### src/rtl/mc_ctrl.sv
// mc_ctrl: multicycle Moore control FSM for the MIPS-subset datapath.
// Define MC_CTRL_MULDIV_EN to add mult/div/mfhi/mflo decode, the MDWAIT state and its stall counter.
module mc_ctrl #(
  parameter int MUL_CYCLES = 5,
  parameter int DIV_CYCLES = 34
) (
  input  logic        clk,
  input  logic        rst,
  input  logic [31:0] instr,
  input  logic [2:0]  compare,
  output logic        PCWr,
  output logic        IRWr,
  output logic        regwe,
  output logic        memwe,
  output logic        alusrc,
  output logic        validbr,
  output logic        turn,
  output logic [1:0]  regdst,
  output logic [2:0]  memtoreg,
  output logic [2:0]  jump,
  output logic [1:0]  extop,
  output logic [3:0]  aluop,
  output logic        illegal
);

  typedef enum logic [3:0] {
    S_INIT, S_FETCH, S_DECODE, S_MEMADR, S_MEMRD, S_MEMWB, S_MEMWR,
    S_EXEC, S_ALUWB, S_BRANCH, S_JUMP, S_JREG, S_MDWAIT
  } state_t;

  typedef enum logic [3:0] {
    K_ILL, K_LOAD, K_STORE, K_RALU, K_IALU, K_BR, K_J, K_JAL, K_JR,
    K_MUL, K_DIV, K_MFHI, K_MFLO
  } kind_t;

  state_t      state_q, state_d;
  kind_t       kind_s;
  logic [3:0]  alu_s;
  logic        br_taken_s;
  logic [5:0]  op_s, funct_s;
  logic [4:0]  rt_s;
  logic        unused_s;

  assign op_s    = instr[31:26];
  assign funct_s = instr[5:0];
  assign rt_s    = instr[20:16];

`ifdef MC_CTRL_MULDIV_EN
  localparam logic [5:0] MUL_LOAD = 6'(MUL_CYCLES - 1);
  localparam logic [5:0] DIV_LOAD = 6'(DIV_CYCLES - 1);
  logic [5:0] cnt_q, cnt_d;
  assign unused_s = ^{instr[25:21], instr[15:6]};
`else
  assign unused_s = ^{instr[25:21], instr[15:6], MUL_CYCLES[0], DIV_CYCLES[0]};
`endif

  // Instruction classification and the ALU operation used in EXEC
  always_comb begin
    kind_s = K_ILL;
    alu_s  = 4'h0;
    case (op_s)
      6'h00: begin
        case (funct_s)
          6'h00: begin kind_s = K_RALU; alu_s = 4'h8; end
          6'h02: begin kind_s = K_RALU; alu_s = 4'h9; end
          6'h03: begin kind_s = K_RALU; alu_s = 4'hA; end
          6'h08: kind_s = K_JR;
`ifdef MC_CTRL_MULDIV_EN
          6'h10: kind_s = K_MFHI;
          6'h12: kind_s = K_MFLO;
          6'h18, 6'h19: kind_s = K_MUL;
          6'h1A, 6'h1B: kind_s = K_DIV;
`endif
          6'h20, 6'h21: begin kind_s = K_RALU; alu_s = 4'h0; end
          6'h22, 6'h23: begin kind_s = K_RALU; alu_s = 4'h1; end
          6'h24: begin kind_s = K_RALU; alu_s = 4'h2; end
          6'h25: begin kind_s = K_RALU; alu_s = 4'h3; end
          6'h26: begin kind_s = K_RALU; alu_s = 4'h4; end
          6'h27: begin kind_s = K_RALU; alu_s = 4'h5; end
          6'h2A: begin kind_s = K_RALU; alu_s = 4'h6; end
          6'h2B: begin kind_s = K_RALU; alu_s = 4'h7; end
          default: kind_s = K_ILL;
        endcase
      end
      6'h01: begin
        if (rt_s == 5'd0 || rt_s == 5'd1) kind_s = K_BR;
        else                              kind_s = K_ILL;
      end
      6'h02: kind_s = K_J;
      6'h03: kind_s = K_JAL;
      6'h04, 6'h05, 6'h06, 6'h07: kind_s = K_BR;
      6'h08, 6'h09: begin kind_s = K_IALU; alu_s = 4'h0; end
      6'h0A: begin kind_s = K_IALU; alu_s = 4'h6; end
      6'h0B: begin kind_s = K_IALU; alu_s = 4'h7; end
      6'h0C: begin kind_s = K_IALU; alu_s = 4'h2; end
      6'h0D: begin kind_s = K_IALU; alu_s = 4'h3; end
      6'h0E: begin kind_s = K_IALU; alu_s = 4'h4; end
      6'h0F: begin kind_s = K_IALU; alu_s = 4'hB; end
      6'h20, 6'h21, 6'h23, 6'h24, 6'h25: kind_s = K_LOAD;
      6'h28, 6'h29, 6'h2B: kind_s = K_STORE;
      default: kind_s = K_ILL;
    endcase
  end

  // Branch condition from {zero, more, notless}; REGIMM rt[0] selects bgez over bltz
  always_comb begin
    case (op_s)
      6'h01:   br_taken_s = rt_s[0] ? compare[0] : ~compare[0];
      6'h04:   br_taken_s = compare[2];
      6'h05:   br_taken_s = ~compare[2];
      6'h06:   br_taken_s = ~compare[1];
      6'h07:   br_taken_s = compare[1];
      default: br_taken_s = 1'b0;
    endcase
  end

  // State register and stall counter
  always_ff @(posedge clk or negedge rst) begin
    if (!rst) begin
      state_q <= S_INIT;
`ifdef MC_CTRL_MULDIV_EN
      cnt_q   <= 6'd0;
`endif
    end else begin
      state_q <= state_d;
`ifdef MC_CTRL_MULDIV_EN
      cnt_q   <= cnt_d;
`endif
    end
  end

  // Next state and Moore outputs
  always_comb begin
    state_d  = state_q;
`ifdef MC_CTRL_MULDIV_EN
    cnt_d    = cnt_q;
`endif
    PCWr     = 1'b0;
    IRWr     = 1'b0;
    regwe    = 1'b0;
    memwe    = 1'b0;
    alusrc   = 1'b0;
    validbr  = 1'b0;
    turn     = 1'b0;
    regdst   = 2'b00;
    memtoreg = 3'b000;
    jump     = 3'b000;
    extop    = 2'b00;
    aluop    = 4'h0;
    illegal  = 1'b0;
    case (state_q)
      S_INIT:  state_d = S_FETCH;
      S_FETCH: begin
        PCWr    = 1'b1;
        IRWr    = 1'b1;
        turn    = 1'b1;
        state_d = S_DECODE;
      end
      S_DECODE: begin
        case (kind_s)
          K_LOAD, K_STORE:      state_d = S_MEMADR;
          K_RALU, K_IALU, K_JR: state_d = S_EXEC;
          K_BR:                 state_d = S_BRANCH;
          K_J, K_JAL:           state_d = S_JUMP;
`ifdef MC_CTRL_MULDIV_EN
          K_MUL: begin state_d = S_MDWAIT; cnt_d = MUL_LOAD; end
          K_DIV: begin state_d = S_MDWAIT; cnt_d = DIV_LOAD; end
          K_MFHI, K_MFLO:       state_d = S_ALUWB;
`endif
          default: begin
            illegal = 1'b1;
            state_d = S_FETCH;
          end
        endcase
      end
      S_MEMADR: begin
        alusrc  = 1'b1;
        extop   = 2'b01;
        state_d = (kind_s == K_STORE) ? S_MEMWR : S_MEMRD;
      end
      S_MEMWR: begin
        memwe   = 1'b1;
        state_d = S_FETCH;
      end
      S_MEMRD: state_d = S_MEMWB;
      S_MEMWB: begin
        regwe    = 1'b1;
        memtoreg = 3'b001;
        state_d  = S_FETCH;
      end
      S_EXEC: begin
        aluop  = alu_s;
        alusrc = (kind_s == K_IALU);
        if (op_s == 6'h0C || op_s == 6'h0D || op_s == 6'h0E) extop = 2'b00;
        else if (op_s == 6'h0F)                               extop = 2'b10;
        else                                                  extop = 2'b01;
        state_d = (kind_s == K_JR) ? S_JREG : S_ALUWB;
      end
      S_ALUWB: begin
        regwe  = 1'b1;
        regdst = (kind_s == K_IALU) ? 2'b00 : 2'b01;
`ifdef MC_CTRL_MULDIV_EN
        if (kind_s == K_MFHI)      memtoreg = 3'b011;
        else if (kind_s == K_MFLO) memtoreg = 3'b100;
        else                       memtoreg = 3'b000;
`endif
        state_d = S_FETCH;
      end
      S_BRANCH: begin
        aluop   = 4'h1;
        jump    = 3'b001;
        validbr = br_taken_s;
        PCWr    = br_taken_s;
        state_d = S_FETCH;
      end
      S_JUMP: begin
        PCWr = 1'b1;
        jump = 3'b010;
        if (kind_s == K_JAL) begin
          regwe    = 1'b1;
          regdst   = 2'b10;
          memtoreg = 3'b010;
        end else begin
          regwe    = 1'b0;
        end
        state_d = S_FETCH;
      end
      S_JREG: begin
        PCWr    = 1'b1;
        jump    = 3'b011;
        state_d = S_FETCH;
      end
`ifdef MC_CTRL_MULDIV_EN
      // Counter was preloaded with N-1 on entry, so exactly N cycles are spent here
      S_MDWAIT: begin
        if (cnt_q == 6'd0) state_d = S_FETCH;
        else               cnt_d   = cnt_q - 6'd1;
      end
`endif
      default: state_d = S_INIT;
    endcase
  end

endmodule

### config.mk
export PLATFORM = sky130hd
export DESIGN_NAME = mc_ctrl
export DESIGN_NICKNAME = d
export VERILOG_FILES = /design/src/rtl/mc_ctrl.sv
export SDC_FILE = /design/constraint.sdc
export NUM_CORES = 1
export LEC_CHECK = 0
export BUFFER_PORTS_ARGS = -buffer_cell sky130_fd_sc_hd__buf_2
export CAP_MARGIN = 15
export CORE_MARGIN = 3
export CORE_UTILIZATION = 46
export CTS_CLUSTER_DIAMETER = 120
export DETAILED_ROUTE_END_ITERATION = 8
export GPL_ROUTABILITY_DRIVEN = 1
export PLACE_DENSITY_LB_ADDON = 0.1
export SLEW_MARGIN = 20
export SYNTH_ARGS = -nofsm -noshare
export SYNTH_HDL_FRONTEND = slang
export SYNTH_SLANG_ARGS = --single-unit
export TNS_END_PERCENT = 50
### constraint.sdc
create_clock -name clk -period 3.27 [get_ports clk]
set_clock_uncertainty 0.15 [all_clocks]
set_input_delay 0.4905 -clock clk [delete_from_list [all_inputs] [get_ports clk]]
set_output_delay 0.4905 -clock clk [all_outputs]
set_load 0.01 [all_outputs]
After elaboration in Yosys (flattened, before gate mapping) --
Cells that the tools add are included.
Operators by class: add/sub/neg operators 0, multiply operators 0, divide/modulo/power cells 0, order comparisons 0, eq/ne operators 56, shifts and indexed selects 0, muxes and demuxes 30, bitwise operators 3, reduce and logical (&&, ||, !) cells 20
Operators by type and width (number):
- $eq 6x6->1 const B | 18
- $eq 6x4->1 const B | 9
- $pmux 4 s10 | 1
- $eq 4x3->1 const B | 8
- $pmux 4 s8 | 1
- $pmux 4 s7 | 1
- $eq 6x2->1 const B | 4
- $eq 6x3->1 const B | 4
- $pmux 4 s6 | 1
- $eq 4x4->1 const B | 5
- $eq 4x2->1 const B | 4
- $pmux 4 s2 | 2
- $pmux 4 s4 | 1
- $reduce_or 8->1 | 2
- $reduce_or 13->1 | 1
- $logic_not 6->1 | 2
- $mux 2 | 6
- $pmux 2 s2 | 3
- $reduce_or 3->1 | 3
- $eq 4x1->1 const B | 2
- $mux 1 | 8
- $reduce_or 2->1 | 4
- $reduce_or 7->1 | 1
- $eq 6x1->1 const B | 1
- 11 further kinds | 17
Storage, ports and cells: register bits 4, bits in latches 0, bits in writable memories 0, memory bits (read-only) 0, input port bits 37, output and inout bits 22, word-level logic and storage cells 110, memories 0

Longest topological paths before layout --
word-level depth 8, depth in mapped cells 6, depth with buffers taken out 5

Worst setup path after synthesis --
No wires, ideal clock.
path kind input to output, start point input port instr[31], end point output port regdst[1], arrival time 2.100 ns, required time 2.629 ns, slack 0.530 ns, stages 5, path buffers 2, path through buf_6 or3_4 or4b_4 nor4b_2 buf_4
Between the ends: longest elaborated chain between the ends 6, elaborated cells between the ends (all ways) 32, those cells by class 24 x eq/ne; 3 x mux; 5 x reduce/logical
Ends and longest elaborated chain:
- start: declaration | RTL line 9 | input logic [31:0] instr,
- $eq 6x4->1, or another cell as far along | RTL line 61 | case (op_s)
- $reduce_or 8->1 (no source line), or another cell as far along
- $pmux 4 s8 * | RTL line 61
- $eq 4x3->1 * | RTL line 219 | if (kind_s == K_JAL) begin
- $mux 2 * | RTL line 219
- $pmux 2 s2 * | RTL line 151 | case (state_q)
- end: declaration | RTL line 18 | output logic [1:0] regdst,
Every way passes the cells marked *; elsewhere a longest branch is shown, timed or not.

Final worst setup path --
start point input port instr[28], end point output port illegal
Between the ends: longest elaborated chain between the ends 7, elaborated cells between the ends (all ways) 40, those cells by class 31 x eq/ne; 3 x mux; 6 x reduce/logical
Ends and longest elaborated chain:
- $eq 6x4->1, or another cell as far along | RTL line 61
- $reduce_or 8->1 (no source line), or another cell as far along
- $pmux 4 s8 * | RTL line 61
- $eq 4x2->1, or another cell as far along | RTL line 160 | case (kind_s)
- $reduce_or 8->1 (no source line) *
- $mux 1 * | RTL line 160
- $mux 1 * | RTL line 151
- end: declaration | RTL line 23 | output logic illegal
Marks and branches as above.

==> results.sh <==
export IMPL_max_freq_mhz=364
export IMPL_placed_area_mm2=0.00107
export IMPL_gr_total_overflow=0
export IMPL_dieWidth_um=50.7
export IMPL_wl_per_cell_um=12.9
export IMPL_yosys_top_cells_area="dfrtp_1 (11%), a21oi_1 (7.1%), nor3_1 (6.0%)"
export IMPL_cp_slowest_cell="a311o_1"
export IMPL_drv_slew=0
export IMPL_start_util_pct=51.0
export IMPL_met2WireLength_um=1200
export IMPL_cp_max_fo=14
export IMPL_crit_path_max_incr_delay_ns=0.36
export IMPL_grt_max_degree=15
export IMPL_required_ns=2.63
export IMPL_route_met3_wl_um=197
export IMPL_fp_dieH_um=50.7
export IMPL_synth_compound_area_share_pct=29.0
export IMPL_ctsHtreeMaxLevel=1
export IMPL_ys_seq_area_share_pct=10.9
export IMPL_critical_path_arrival_ns=2.11
export IMPL_track_usage_pct=21.1
export IMPL_p_int_w=0.000224
export IMPL_hold_buffers=1
export IMPL_top_register="state_q"
export IMPL_yosys_register_bits=4
export IMPL_core_area_mm2=0.00180
export IMPL_synth_area_mux_share_pct=1.09
export IMPL_post_route_cell_area_mm2=0.00111
export IMPL_path_clk_slew_ns=0.04
export IMPL_layout_nets=214
export IMPL_routed_wl_um=2580
export IMPL_multiInputGateArea_um2=714
export IMPL_mostFrequentLayoutCell="buf_2"
export IMPL_first_pass_iters=4
export IMPL_synthFlopType="dfrtp_1"
export IMPL_synth_top_cell_by_area="dfrtp_1"
export IMPL_synth_edff_count=0
export IMPL_cp_common_cell="buf_2"
export IMPL_grt_pass1_wl_um=4360
export IMPL_yosys_area_share_simple_pct=43.9
export IMPL_synth_xor_xnor_area_share_pct=2.86
export IMPL_cts_tree="built"
export IMPL_p_sw_share_pct=49.9
export IMPL_ant_nets=0
export IMPL_ys_async_sr_fraction_pct=100
export IMPL_io_pins=59
export IMPL_synth_area_um2=920
export IMPL_area_growth_synth_to_final_pct=20.3
export IMPL_antenna_cells=0
export IMPL_drtIter0Drc=33
export IMPL_worstSetupEndpointType="output pin"
export IMPL_clock_sinks=4
export IMPL_wl_met1_um=1170
export IMPL_dr_total_vias=1160
export IMPL_fin_cells=200
export IMPL_fin_crit_ns=2.75
export IMPL_grt_pass1_vias=990
export IMPL_top_layer_used="met4"
export IMPL_start_kind="input pin"
export IMPL_fin_setup_tns_ns=0
export IMPL_worstSetupPathType="input pin to output pin"
export IMPL_numCtsBuffers=3
export IMPL_clk_latency_ns=0.24
export IMPL_post_cts_buffers=0
export IMPL_setup_viol=0
export IMPL_power_density_mw_per_mm2=404
export IMPL_nFillCells=176
export IMPL_synth_top_family_by_area="simple AND/OR/NAND/NOR gates"
export IMPL_hold_viol_final=0
export IMPL_yosysUniqueCellTypes=48
export IMPL_gp_congestion=0.906
export IMPL_post_dp_hpwl_um=2030
export IMPL_crit_chain="buf_2, a211o_1, o211ai_1, o21ai_0, a311o_1, nor4b_1, buf_2"
export IMPL_hold_path_class="input pin to asynchronous set/reset pin"
export IMPL_largestRegisters="state_q x4"
export IMPL_synth_warnings=0
export IMPL_drc=0
export IMPL_rsz0062_at_grt="false"
export IMPL_p_leak_nw=0.490
export IMPL_seq_area_um2=100
export IMPL_cts_resized=0
export IMPL_portBuffers=41
export IMPL_syn_avg_cell_area_um2=6.34
export IMPL_power_frac_comb_pct=60.3
export IMPL_root_buffer="clkbuf_4"
export IMPL_vias_per_cell=5.80
export IMPL_largest_reg_flops=4
export IMPL_power_share_sequential_pct=25.7
export IMPL_yosysTopAreaCellShare_pct=10.9
export IMPL_drv_cap=0
export IMPL_antenna_found_initial=0
export IMPL_max_vdd_ir_drop_mv=0.267
export IMPL_layout_drive_gt1_share_pct=28.6
export IMPL_fp_dieArea_mm2=0.00257
export IMPL_netlist_instances=145
export IMPL_rows=15
export IMPL_cts_path_max_buffers=2
export IMPL_post_route_period_util_pct=84.0
export IMPL_synthAdderAreaFrac_pct=0
export IMPL_clockPowerShare_pct=14.1
export IMPL_whs_ns=0.439
export IMPL_placed_cells=196
export IMPL_status="finished clean"
export IMPL_layout_common_cells="buf_2 (41), nor2_1 (14), nand2_1 (14)"
export IMPL_p_sw_w=0.000223
-- final cells by class --
cell class | count | area share [%]
Multi-Input combinational cell | 120 | 64.6
Timing Repair Buffer | 42 | 19.5
Sequential cell | 4 | 9.05
Tap cell | 25 | 2.83
Clock buffer | 3 | 2.04
Inverter | 6 | 2.04
-- final timing paths --
check / start / endpoint / slack [ns] / cells after the start
setup / recovery: instr[28] / illegal / 0.52 / 7
max in group asynchronous: rst / state_q[2] / 2.41 / 2
hold reg to reg: state_q[3] / state_q[2] / 0.54 / 1
setup reg to reg: state_q[0] / state_q[1] / 1.51 / 4
min in group clk: state_q[3] / state_q[2] / 0.54 / 1
hold / removal: rst / state_q[1] / 0.44 / 2
-- cell usage after synthesis (2+ instances only) --
cell      count
a31oi_1       2
o21ai_0       8
clkbuf_1      7
a211oi_1      2
a21oi_1      13
buf_2         3
nor3_1       11
a32oi_1       2
nor2b_1       4
nand2b_1      8
nor2_1       14
nand2_1      14
nand4_1       2
dfrtp_1       4
nand3_1       5
nor3b_1       3
inv_1         6
xnor2_1       2
buf_4         4
and2_1        3
-- through the flow --
stage	total power (W)	util [%]	worst slack [ns]
after floorplan	0.000304	-	0.530
after global placement	0.000374	59.6	0.589
after detailed placement	0.000380	59.6	0.585
after CTS	0.000447	61.4	0.567
after global routing	0.000489	61.4	0.392
final	0.000447	61.4	0.523
-- metal layers --
metal	vias up	global-route usage, %
met5	-	0
met4	0	2.69
met3	2	4.75
met2	58	34.3
met1	517	29.0
li1	583	-
-- cell families after synthesis --
logic type / Yosys count
simple gates: 73
compound gates: 41
buf+inv: 22
flops: 4
xor+xnor: 3
mux: 1
other cells: 1
-- critical path, delay by kind of cell --
family / cells / cell delay, ns
compound gates: 4 / 0.94
buf+inv: 2 / 0.38
simple gates: 1 / 0.30
-- power by group through the flow --
stage | clock network, W | registers (W) | logic, W
floorplan | 0 | 0.0000741 | 0.000230
global placement | 0 | 0.000115 | 0.000259
detailed placement | 0 | 0.000114 | 0.000267
CTS | 0.0000651 | 0.000113 | 0.000269
global route | 0.0000703 | 0.000120 | 0.000298
finish | 0.0000628 | 0.000115 | 0.000269
Note: power is estimated with default switching activity, not from simulation.
